[config.mk]
export PLATFORM = sky130hd
export DESIGN_NAME = vecmat_add_tree_flat
export DESIGN_NICKNAME = d
export VERILOG_FILES = /design/src/rtl/vecmat_add_tree_pkg.sv /design/src/rtl/vecmat_add_tree_if.sv /design/src/rtl/vecmat_add_tree_sat_add2.sv /design/src/rtl/vecmat_add_tree.sv /design/src/flat_wrapper.sv
export SDC_FILE = /design/constraint.sdc
export NUM_CORES = 2
export LEC_CHECK = 0
export ABC_CLOCK_PERIOD_IN_PS = 9900
export BUFFER_PORTS_ARGS = -buffer_cell sky130_fd_sc_hd__buf_2
export CORE_MARGIN = 2
export CORE_UTILIZATION = 34
export DETAILED_ROUTE_END_ITERATION = 16
export GPL_TIMING_DRIVEN = 0
export REMOVE_ABC_BUFFERS = 1
export SLEW_MARGIN = 20
export SYNTH_ARGS = -nofsm -noshare
export SYNTH_HDL_FRONTEND = slang
export SYNTH_SLANG_ARGS = --single-unit
[constraint.sdc]
create_clock -name clk -period 9.9 [get_ports clk]
set_input_delay 0.495 -clock clk [delete_from_list [all_inputs] [get_ports clk]]
set_output_delay 0.495 -clock clk [all_outputs]
set_load 0.1 [all_outputs]
[src/rtl/vecmat_add_tree_pkg.sv]
// Shared constants, types and elaboration helpers for the attention-path adder tree.
package vecmat_pkg;

  localparam int DATA_WIDTH_DEF = 16;
  localparam logic [DATA_WIDTH_DEF-1:0] SAT_MAX = 16'h7FFF;
  localparam logic [DATA_WIDTH_DEF-1:0] SAT_MIN = 16'h8000;

  typedef enum logic [1:0] {
    ST_FIRST = 2'd0,
    ST_ACCUM = 2'd1,
    ST_HELD  = 2'd2
  } acc_state_t;

  function automatic int ceil_log2(input int value);
    int result;
    int pow;
    result = 32'sd0;
    pow    = 32'sd1;
    for (int i = 0; i < 31; i++) begin
      if (pow < value) begin
        result = result + 32'sd1;
      end else begin
        result = result;
      end
      pow = pow * 32'sd2;
    end
    return result;
  endfunction

endpackage

[src/rtl/vecmat_add_tree_if.sv]
// Valid/ready beat input and group-result output bundle of the adder tree.
interface vecmat_add_tree_if #(
  parameter int DATA_WIDTH = vecmat_pkg::DATA_WIDTH_DEF,
  parameter int NUM_LANES  = 64,
  parameter int CNT_WIDTH  = 8
);
  logic                            in_valid;
  logic                            in_ready;
  logic [NUM_LANES*DATA_WIDTH-1:0] in_data;
  logic                            in_last;
  logic                            out_valid;
  logic                            out_ready;
  logic [DATA_WIDTH-1:0]           out_data;
  logic [CNT_WIDTH-1:0]            out_count;
  logic                            out_sat;

  modport master (
    output in_valid, in_data, in_last, out_ready,
    input  in_ready, out_valid, out_data, out_count, out_sat
  );

  modport slave (
    input  in_valid, in_data, in_last, out_ready,
    output in_ready, out_valid, out_data, out_count, out_sat
  );
endinterface

[src/rtl/vecmat_add_tree_sat_add2.sv]
// Two-input saturating signed adder; one instance per tree node and one for the accumulator.
module sat_add2
  import vecmat_pkg::*;
#(
  parameter int DATA_WIDTH = DATA_WIDTH_DEF
) (
  input  logic [DATA_WIDTH-1:0] a,
  input  logic [DATA_WIDTH-1:0] b,
  output logic [DATA_WIDTH-1:0] c,
  output logic                  ovf
);
  localparam logic [DATA_WIDTH-1:0] MAX_POS = {1'b0, {(DATA_WIDTH-1){1'b1}}};
  localparam logic [DATA_WIDTH-1:0] MIN_NEG = {1'b1, {(DATA_WIDTH-1){1'b0}}};

  logic [DATA_WIDTH:0] sum_s;

  assign sum_s = {a[DATA_WIDTH-1], a} + {b[DATA_WIDTH-1], b};
  assign ovf   = sum_s[DATA_WIDTH] ^ sum_s[DATA_WIDTH-1];

  // Clamp toward the sign of the true (DATA_WIDTH+1)-bit sum
  always_comb begin
    if (!ovf) begin
      c = sum_s[DATA_WIDTH-1:0];
    end else if (sum_s[DATA_WIDTH]) begin
      c = MIN_NEG;
    end else begin
      c = MAX_POS;
    end
  end
endmodule

[src/rtl/vecmat_add_tree.sv]
// Pipelined saturating lane-reduction tree with multi-beat group accumulation.
module vecmat_add_tree
  import vecmat_pkg::*;
#(
  parameter int DATA_WIDTH       = DATA_WIDTH_DEF,
  parameter int NUM_LANES        = 64,
  parameter int LEVELS_PER_STAGE = 2,
  parameter int CNT_WIDTH        = 8
) (
  input  logic              clk,
  input  logic              reset,
  vecmat_add_tree_if.slave  bus
);
  localparam int LOG2_LANES = ceil_log2(NUM_LANES);
  localparam logic [CNT_WIDTH-1:0] CNT_MAX = {CNT_WIDTH{1'b1}};
  localparam logic [CNT_WIDTH-1:0] CNT_ONE = {{(CNT_WIDTH-1){1'b0}}, 1'b1};

  logic en_s, first_s, out_valid_s;
  acc_state_t state_r, state_n;

  // Level 0 is the raw lane vector; level LOG2_LANES entry 0 is the beat sum.
  logic [DATA_WIDTH-1:0] node_s [0:LOG2_LANES][0:NUM_LANES-1];
  logic [LOG2_LANES:0]   lvl_v_s, lvl_last_s, lvl_sat_s;

  assign lvl_v_s[0]    = bus.in_valid;
  assign lvl_last_s[0] = bus.in_last;
  assign lvl_sat_s[0]  = 1'b0;

  for (genvar k = 0; k < NUM_LANES; k++) begin : g_lane
    assign node_s[0][k] = bus.in_data[k*DATA_WIDTH +: DATA_WIDTH];
  end

  for (genvar l = 1; l <= LOG2_LANES; l++) begin : g_lvl
    localparam int W = NUM_LANES >> l;
    logic [DATA_WIDTH-1:0] sum_s [0:W-1];
    logic [W-1:0]          ovf_s;
    logic                  sat_s;

    for (genvar k = 0; k < W; k++) begin : g_node
      sat_add2 #(.DATA_WIDTH(DATA_WIDTH)) u_add (
        .a   (node_s[l-1][2*k]),
        .b   (node_s[l-1][2*k+1]),
        .c   (sum_s[k]),
        .ovf (ovf_s[k])
      );
    end

    for (genvar k = W; k < NUM_LANES; k++) begin : g_pad
      assign node_s[l][k] = {DATA_WIDTH{1'b0}};
    end

    assign sat_s = lvl_sat_s[l-1] | (|ovf_s);

    if ((l % LEVELS_PER_STAGE == 0) || (l == LOG2_LANES)) begin : g_reg
      logic [DATA_WIDTH-1:0] data_r [0:W-1];
      logic                  v_r, last_r, sat_r;

      // Pipeline stage register; the whole tree freezes while the output is stalled
      always_ff @(posedge clk) begin
        if (!reset) begin
          v_r    <= 1'b0;
          last_r <= 1'b0;
          sat_r  <= 1'b0;
          for (int i = 0; i < W; i++) data_r[i] <= {DATA_WIDTH{1'b0}};
        end else if (en_s) begin
          v_r    <= lvl_v_s[l-1];
          last_r <= lvl_last_s[l-1];
          sat_r  <= sat_s;
          for (int i = 0; i < W; i++) data_r[i] <= sum_s[i];
        end
      end

      for (genvar k = 0; k < W; k++) begin : g_out
        assign node_s[l][k] = data_r[k];
      end
      assign lvl_v_s[l]    = v_r;
      assign lvl_last_s[l] = last_r;
      assign lvl_sat_s[l]  = sat_r;
    end else begin : g_comb
      for (genvar k = 0; k < W; k++) begin : g_out
        assign node_s[l][k] = sum_s[k];
      end
      assign lvl_v_s[l]    = lvl_v_s[l-1];
      assign lvl_last_s[l] = lvl_last_s[l-1];
      assign lvl_sat_s[l]  = sat_s;
    end
  end

  logic [DATA_WIDTH-1:0] tree_s;
  logic                  tree_v_s, tree_last_s, tree_sat_s;

  assign tree_s      = node_s[LOG2_LANES][0];
  assign tree_v_s    = lvl_v_s[LOG2_LANES];
  assign tree_last_s = lvl_last_s[LOG2_LANES];
  assign tree_sat_s  = lvl_sat_s[LOG2_LANES];

  // Accumulator-group state register
  always_ff @(posedge clk) begin
    if (!reset) begin
      state_r <= ST_FIRST;
    end else begin
      state_r <= state_n;
    end
  end

  // HELD doubles as "first": a held result always ends a group.
  always_comb begin
    state_n = state_r;
    case (state_r)
      ST_FIRST, ST_ACCUM: begin
        if (en_s && tree_v_s) begin
          state_n = tree_last_s ? ST_HELD : ST_ACCUM;
        end else begin
          state_n = state_r;
        end
      end
      ST_HELD: begin
        if (en_s && tree_v_s) begin
          state_n = tree_last_s ? ST_HELD : ST_ACCUM;
        end else if (en_s) begin
          state_n = ST_FIRST;
        end else begin
          state_n = ST_HELD;
        end
      end
      default: state_n = ST_FIRST;
    endcase
  end

  // State decode for the result-valid and group-start flags
  always_comb begin
    out_valid_s = 1'b0;
    first_s     = 1'b1;
    case (state_r)
      ST_FIRST: begin out_valid_s = 1'b0; first_s = 1'b1; end
      ST_ACCUM: begin out_valid_s = 1'b0; first_s = 1'b0; end
      ST_HELD:  begin out_valid_s = 1'b1; first_s = 1'b1; end
      default:  begin out_valid_s = 1'b0; first_s = 1'b1; end
    endcase
  end

  assign en_s          = ~out_valid_s | bus.out_ready;
  assign bus.in_ready  = en_s;
  assign bus.out_valid = out_valid_s;

  logic [DATA_WIDTH-1:0] acc_r, acc_sum_s, acc_n_s, out_data_r;
  logic [CNT_WIDTH-1:0]  cnt_r, cnt_n_s, out_count_r;
  logic                  acc_sat_r, sat_n_s, acc_ovf_s, out_sat_r;

  sat_add2 #(.DATA_WIDTH(DATA_WIDTH)) u_acc_add (
    .a   (acc_r),
    .b   (tree_s),
    .c   (acc_sum_s),
    .ovf (acc_ovf_s)
  );

  // Post-update accumulator values for the beat leaving the tree
  always_comb begin
    acc_n_s = acc_r;
    cnt_n_s = cnt_r;
    sat_n_s = acc_sat_r;
    if (first_s) begin
      acc_n_s = tree_s;
      cnt_n_s = CNT_ONE;
      sat_n_s = tree_sat_s;
    end else begin
      acc_n_s = acc_sum_s;
      if (cnt_r == CNT_MAX) begin
        cnt_n_s = cnt_r;
      end else begin
        cnt_n_s = cnt_r + CNT_ONE;
      end
      sat_n_s = acc_sat_r | tree_sat_s | acc_ovf_s;
    end
  end

  // Accumulator and result registers; bubbles and stalls leave them untouched
  always_ff @(posedge clk) begin
    if (!reset) begin
      acc_r       <= {DATA_WIDTH{1'b0}};
      cnt_r       <= {CNT_WIDTH{1'b0}};
      acc_sat_r   <= 1'b0;
      out_data_r  <= {DATA_WIDTH{1'b0}};
      out_count_r <= {CNT_WIDTH{1'b0}};
      out_sat_r   <= 1'b0;
    end else if (en_s && tree_v_s) begin
      acc_r     <= acc_n_s;
      cnt_r     <= cnt_n_s;
      acc_sat_r <= sat_n_s;
      if (tree_last_s) begin
        out_data_r  <= acc_n_s;
        out_count_r <= cnt_n_s;
        out_sat_r   <= sat_n_s;
      end
    end
  end

  assign bus.out_data  = out_data_r;
  assign bus.out_count = out_count_r;
  assign bus.out_sat   = out_sat_r;
endmodule
[src/flat_wrapper.sv]
// flat-port wrapper written by rule: the top's interface ports become plain ports
module vecmat_add_tree_flat import vecmat_pkg::*;
#(
  parameter int DATA_WIDTH       = DATA_WIDTH_DEF,
  parameter int NUM_LANES        = 64,
  parameter int LEVELS_PER_STAGE = 2,
  parameter int CNT_WIDTH        = 8
)
  (clk, reset, bus_in_valid, bus_in_data, bus_in_last, bus_out_ready, bus_in_ready, bus_out_valid, bus_out_data, bus_out_count, bus_out_sat);
  vecmat_add_tree_if #(.DATA_WIDTH(DATA_WIDTH), .NUM_LANES(NUM_LANES), .CNT_WIDTH(CNT_WIDTH)) bus_i ();
  input  logic clk;
  input  logic reset;
  input wire logic [$bits(bus_i.in_valid)-1:0] bus_in_valid;
  input wire logic [$bits(bus_i.in_data)-1:0] bus_in_data;
  input wire logic [$bits(bus_i.in_last)-1:0] bus_in_last;
  input wire logic [$bits(bus_i.out_ready)-1:0] bus_out_ready;
  output wire logic [$bits(bus_i.in_ready)-1:0] bus_in_ready;
  output wire logic [$bits(bus_i.out_valid)-1:0] bus_out_valid;
  output wire logic [$bits(bus_i.out_data)-1:0] bus_out_data;
  output wire logic [$bits(bus_i.out_count)-1:0] bus_out_count;
  output wire logic [$bits(bus_i.out_sat)-1:0] bus_out_sat;
  assign bus_i.in_valid = bus_in_valid;
  assign bus_i.in_data = bus_in_data;
  assign bus_i.in_last = bus_in_last;
  assign bus_i.out_ready = bus_out_ready;
  assign bus_in_ready = bus_i.in_ready;
  assign bus_out_valid = bus_i.out_valid;
  assign bus_out_data = bus_i.out_data;
  assign bus_out_count = bus_i.out_count;
  assign bus_out_sat = bus_i.out_sat;
  vecmat_add_tree #(.DATA_WIDTH(DATA_WIDTH), .NUM_LANES(NUM_LANES), .LEVELS_PER_STAGE(LEVELS_PER_STAGE), .CNT_WIDTH(CNT_WIDTH)) u_core (.clk(clk), .reset(reset), .bus(bus_i));
endmodule
== Word level (Yosys, flattened, before mapping) ==
Memories as Yosys holds them, arrays and structs flattened.
Index checks and enable logic that the tools add are counted.

* $add $sub $neg: 65
* Mux-type cells: 164
* Bitwise logic cells: 93
* Equal/unequal tests: 4
* Reduce and logical (&&, ||, !) cells: 10

{| class="wikitable"
|+ Operators with widths
! cell !! number
|-
| 16-bit 2-to-1 mux || 150
|-
| 16-bit by 16-bit adder with 17-bit output || 64
|-
| 1-bit XOR || 64
|-
| 16-bit OR reduction || 2
|-
| 32-bit OR reduction || 1
|-
| 1-bit bitwise OR || 28
|-
| 8-bit 2-to-1 mux || 2
|-
| 8-bit by 1-bit adder with 8-bit output (second input constant) || 1
|-
| 8-bit == test (second input constant) || 1
|-
| 2-bit 2-to-1 mux || 4
|-
| 8-bit OR reduction || 1
|-
| 1-bit 2-to-1 mux || 7
|-
| 2-bit one-hot mux with 2 select lines || 1
|-
| 2-bit OR reduction || 2
|-
| 4-bit OR reduction || 1
|-
| 2-bit by 1-bit == test with 1-bit output (second input constant) || 1
|-
| 2-bit == test (second input constant) || 1
|-
| 2-bit logical NOT || 1
|-
| 2-bit by 1-bit != test with 1-bit output (second input constant) || 1
|-
| 2-bit AND reduction || 1
|-
| 1-bit logical AND || 1
|-
| 1-bit inverter || 1
|}

* Logic and storage cells: 355
* Memory bits (writable): 336
* Bits in registers: 61
* Output and inout bits: 27
* Memories kept: 3
* Bits of input ports: 1029

{| class="wikitable"
|+ Memory list
! name !! depth !! bits a word !! read ports !! clocked after memory_dff !! wr ports !! RTL line !! text
|-
| u_core.g_lvl[2].g_reg.data_r || 16 || 16 || 16 || 0 || 16 || vecmat_add_tree.sv:55 || <nowiki>logic [DATA_WIDTH-1:0] data_r [0:W-1];</nowiki>
|-
| u_core.g_lvl[4].g_reg.data_r || 4 || 16 || 4 || 0 || 4 || vecmat_add_tree.sv:55 ||
|-
| u_core.g_lvl[6].g_reg.data_r || 1 || 16 || 1 || 0 || 1 || vecmat_add_tree.sv:55 ||
|}

== Depth between registers and ports, before layout ==
* Word-level depth: 9
* Mapped depth: 32
* Depth with buffers taken out: 30

== Cells and area by module ==
Synthesis repeated with hierarchy kept, for this count alone.

* Cells, all modules: 9392
* Area, all modules: 80781.2 um2

{| class="wikitable"
|+ By module, submodules not included
! module !! cells each !! area each (um2) !! times used !! sequential area each (um2)
|-
| sat_add2 (u_core.g_lvl[1].g_node[0].u_add ...) || 126 || 1041.0 || 32 || 0.0
|-
| sat_add2 (u_core.g_lvl[2].g_node[10].u_add ...) || 139 || 1018.5 || 25 || 0.0
|-
| vecmat_add_tree || 1044 || 15294.7 || 1 || 11310.8
|-
| sat_add2 (u_core.g_lvl[2].g_node[9].u_add ...) || 119 || 948.4 || 6 || 0.0
|-
| sat_add2 (u_core.g_lvl[1].g_node[11].u_add) || 127 || 1022.2 || 1 || 0.0
|}

== Worst setup path after synthesis ==
OpenSTA, ideal clock, no wires.

* Path type: input-to-reg
* Start: input reset
* End: memory u_core.g_lvl[2].g_reg.data_r[0][0] (netlist name), enable pin
* Path slack: 734 ps
* Setup time: 2484 ps
* Arrival: 6682 ps
* Cell stages on the path: 4
* Required time: 7416 ps
* Path buffers: 3
* Cells stage by stage: clkbuf_1 clkbuf_1 clkbuf_1 nand2_1

{| class="wikitable"
|+ RTL lines
! element !! RTL line !! text
|-
| from (decl) || flat_wrapper.sv:12 || <nowiki>input logic reset;</nowiki>
|-
| to (decl) || vecmat_add_tree.sv:55 ||
|}

==> reports/summary.txt <==
Synth top area cells = ha_1, edfxtp_1, a21oi_1
Post-CTS sizing = 0
Setup-failing EPs final = 0
Num Clock Sinks = 397
FF+latch count, synth = 397
Longest Clk Path Bufs = 3
Worst Tran Pin Value = 1.093 ns
Slew Viols, Final = 0
Ys flop type = edfxtp_1
Mapped Cells = 7961
HPWL Detailed = 191.0 mm
Crit path buf inv count = 0
CP max stage cell = nor2_1
GPL Wtd Cong = 0.9734
Tot Pwr = 0.02898 W
H-tree depth = 2
Status = completed
Syn Area/Cell = 7.996 um^2
Die width = 436.7 um
Max-cap violation count = 0
WL met1 = 98.64 mm
Worst-path fanout max = 15
Count leader, synth = ha_1
P_sw = 0.01495 W
Critical path type = flop to flop
Clock power frac = 6.2%
Worst Setup Start Kind = flop
Hold Path Stages = 3
Max Clk Rate = 129.9 MHz
GRT overflow = 0
Crit. End Element = flop
Critical path, cell by cell = ha_1 > fa_1 > a21o_1 > a21o_1 > a2111oi_0 > nor3_1 > a211oi_1 > nor3_1 > a2111oi_0 > mux2i_1 > nor2_1 > nor2_1 > ha_1 > a21o_1 > a21o_1 > a2111oi_0 > o221ai_1 > o31a_1 > a211o_1 > a21oi_1 > xnor2_1 > o21ai_1 > o21ai_0
WP data arrival = 8.03 ns
Final instance area = 0.07340 mm^2
Pwr dens = 394.8 mW/mm^2
Worst EP required = 10.23 ns
# fillers = 19000
Register area share after synthesis = 17.77%
Critical Path Max Stage Delay = 0.68 ns
CTS Buf Count = 47
Reg2reg path depth = 23
Post-synth top cells = ha_1, a21oi_1, o21ai_0, nand2_1, xnor2_1
Worst Clk Skew = 0.03319 ns
DR vias/cell = 5.420
Crit. path cell count = 23
Combinational share of power = 80.9%
Vias in the first global route = 60200
Post CTS Setup Buffer Count = 0
Drt first-iter violations = 3593
DR DRC count = 0
Top sig layer = met5
Initial antenna violation count = 31
Met3 WL = 9.035 mm
Die Span Y = 436.7 um
Synth Cell Area = 0.06365 mm^2
YS warnings = 0
DIE AREA = 0.1907 mm^2
Flop pwr share = 12.9%
R2R Setup Slk = 2.20 ns
Cts hold-fix bufs = 0
Sw Share = 51.61%
DR pass1 iterations = 6
Rel. slew slack = 26.46%
Final Hold Viols = 0
VDD IR max = 0.0003855 V
Post-synth EDFFs = 336
Top cell type's share of synthesized area = 20.15%
Pint = 0.01402 W
Top Family by Delay on Critical Path = compound AO/OA/AOI/OAI gates
RSZ-0062 raised after global routing = false
Share of cells above drive strength 1 = 13.95%
Leading area contributor after synthesis = ha_1
Async set-reset flop share out of synthesis = 0%
Final period util = 77.78%
TritonCTS clock tree = built
Syn-to-layout area delta = 15.32%
CTS clock-pin slew for the worst setup and hold paths = 0.06 ns
Leak = 34.05 nW
DRT Wirelength = 220.0 mm
# port buffers = 1055
Final #Nets = 11030
Io pins = 1056
Antenna-violating nets left = 0
Wirelength per Cell = 19.23 um
Top cell by count, worst path = a21o_1
Routed wl met2 = 107.0 mm
Core footprint = 0.1856 mm^2
GRT Util Overall = 21.97%
Minimum clock period = 7.700 ns
Initial core utilization = 34.29%
First-pass GRT wire length = 335.7 mm
Clock Latency Late Sink = 0.64 ns
Clock Tree Root = clkbuf_16
Worst Hold Class = primary input to flop
Unique masters post-synth = 93
Largest net degree at the start of global routing = 85
Via count = 62000
Rows = 158
Placed cell area = 0.07177 mm^2
[cell families after synthesis]
group / share of synthesized area (%)
AOI/OAI and AO/OA: 29.46
xor gates and xnor gates: 11.55
adders and majority gates: 23.01
buffers and inverters: 3.501
DFF: 17.77
muxes: 0.3479
and+or+nand+nor: 14.36
[registers in the layout (all words and copies together), names as in the netlist]
signal	flops
u_core.acc_r	16
u_core.acc_sat_r	1
u_core.bus.out_count	8
u_core.bus.out_data	16
u_core.bus.out_sat	1
u_core.cnt_r	8
u_core.g_lvl.g_reg.data_r	336
u_core.g_lvl.g_reg.last_r	3
u_core.g_lvl.g_reg.sat_r	3
u_core.g_lvl.g_reg.v_r	3
u_core.state_r	2
[cells in the final DEF (no fill, tap or decap), drive strengths merged, types with 52 or more instances in the layout]
cell	instances
buf	1070
ha	1025
a21oi	953
o21ai	880
nand2	536
xnor2	532
nor2	495
inv	419
a21o	378
edfxtp	336
xor2	305
nand3	161
nand2b	144
nor2b	141
nor3	140
o21bai	134
o21a	116
a31oi	86
a211oi	77
clkbuf	65
fa	64
dfxtp	61
o31ai	61
a21boi	58
or3	55
maj3	54
o211ai	52
[layer usage]
layer,global-route usage (%),vias to the layer above
met5,0,-
met3,2.155,239
met1,28.11,29010
li1,-,31320
met2,39.35,1412
met4,5.268,20
[final timing paths]
check / start / to
worst max-delay path: u_core.g_lvl[2].g_reg.data_r[1][96]$_SDFFCE_PN0P_ / u_core.g_lvl[4].g_reg.data_r[3][10]$_SDFFCE_PN0P_
worst min-delay path: bus_in_last / u_core.g_lvl[2].g_reg.last_r$_SDFFE_PN0N_
worst max register to register: u_core.g_lvl[2].g_reg.data_r[1][96]$_SDFFCE_PN0P_ / u_core.g_lvl[4].g_reg.data_r[3][10]$_SDFFCE_PN0P_
worst min register to register: u_core.g_lvl[4].g_reg.last_r$_SDFFE_PN0N_ / u_core.g_lvl[4].g_reg.last_r$_SDFFE_PN0N_
[power groups by stage]
| stage | registers, W | logic, W | clock network [W] |
|---|---|---|---|
| global route | 0.00379 | 0.0265 | 0.00191 |
| CTS | 0.00375 | 0.0236 | 0.00186 |
| detailed placement | 0.00376 | 0.0234 | 0 |
| finish | 0.00373 | 0.0234 | 0.00180 |
| floorplan | 0.00352 | 0.0175 | 0 |
| global placement | 0.00377 | 0.0232 | 0 |
[worst reg2reg max path: stages (launching register included)]
cell       delay, ns
edfxtp_1        0.37
ha_1            0.23
fa_1            0.41
a21o_1          0.17
a21o_1          0.21
a2111oi_0       0.43
nor3_1          0.17
a211oi_1        0.27
nor3_1          0.15
a2111oi_0       0.37
mux2i_1         0.33
nor2_1          0.68
nor2_1          0.17
ha_1            0.31
a21o_1          0.17
a21o_1          0.20
a2111oi_0       0.61
o221ai_1        0.27
o31a_1          0.33
a211o_1         0.27
a21oi_1         0.18
xnor2_1         0.12
o21ai_1         0.66
o21ai_0         0.30
[cell type report]
class / instances / area [um^2] / share of cell area, %
clock buffers: 65 / 1331 / 1.814
repair buffers: 1070 / 5599 / 7.628
flip-flops and latches: 397 / 11310 / 15.41
well taps: 2480 / 3103 / 4.227
diodes: 12 / 30.03 / 0.04091
multi-input cells: 6977 / 50210 / 68.40
clock inverters: 23 / 262.8 / 0.3580
inverters: 415 / 1558 / 2.122
[per-stage QoR]
stage	utilization, %	instances	TNS [ns]	hold slack [ns]	setup slack, ns
2_1_floorplan	-	7789	0	0.4321	0.7804
3_3_place_gp	38.44	11320	-1576.49	0.4406	-4.768
3_5_place_dp	38.66	11340	0	0.4472	1.644
4_1_cts	39.52	11430	0	0.2197	2.178
5_1_grt	39.54	11430	0	0.2708	1.305
6_report	39.54	11440	0	0.2665	2.200
No activity file was read; power rests on OpenSTA's default activity.
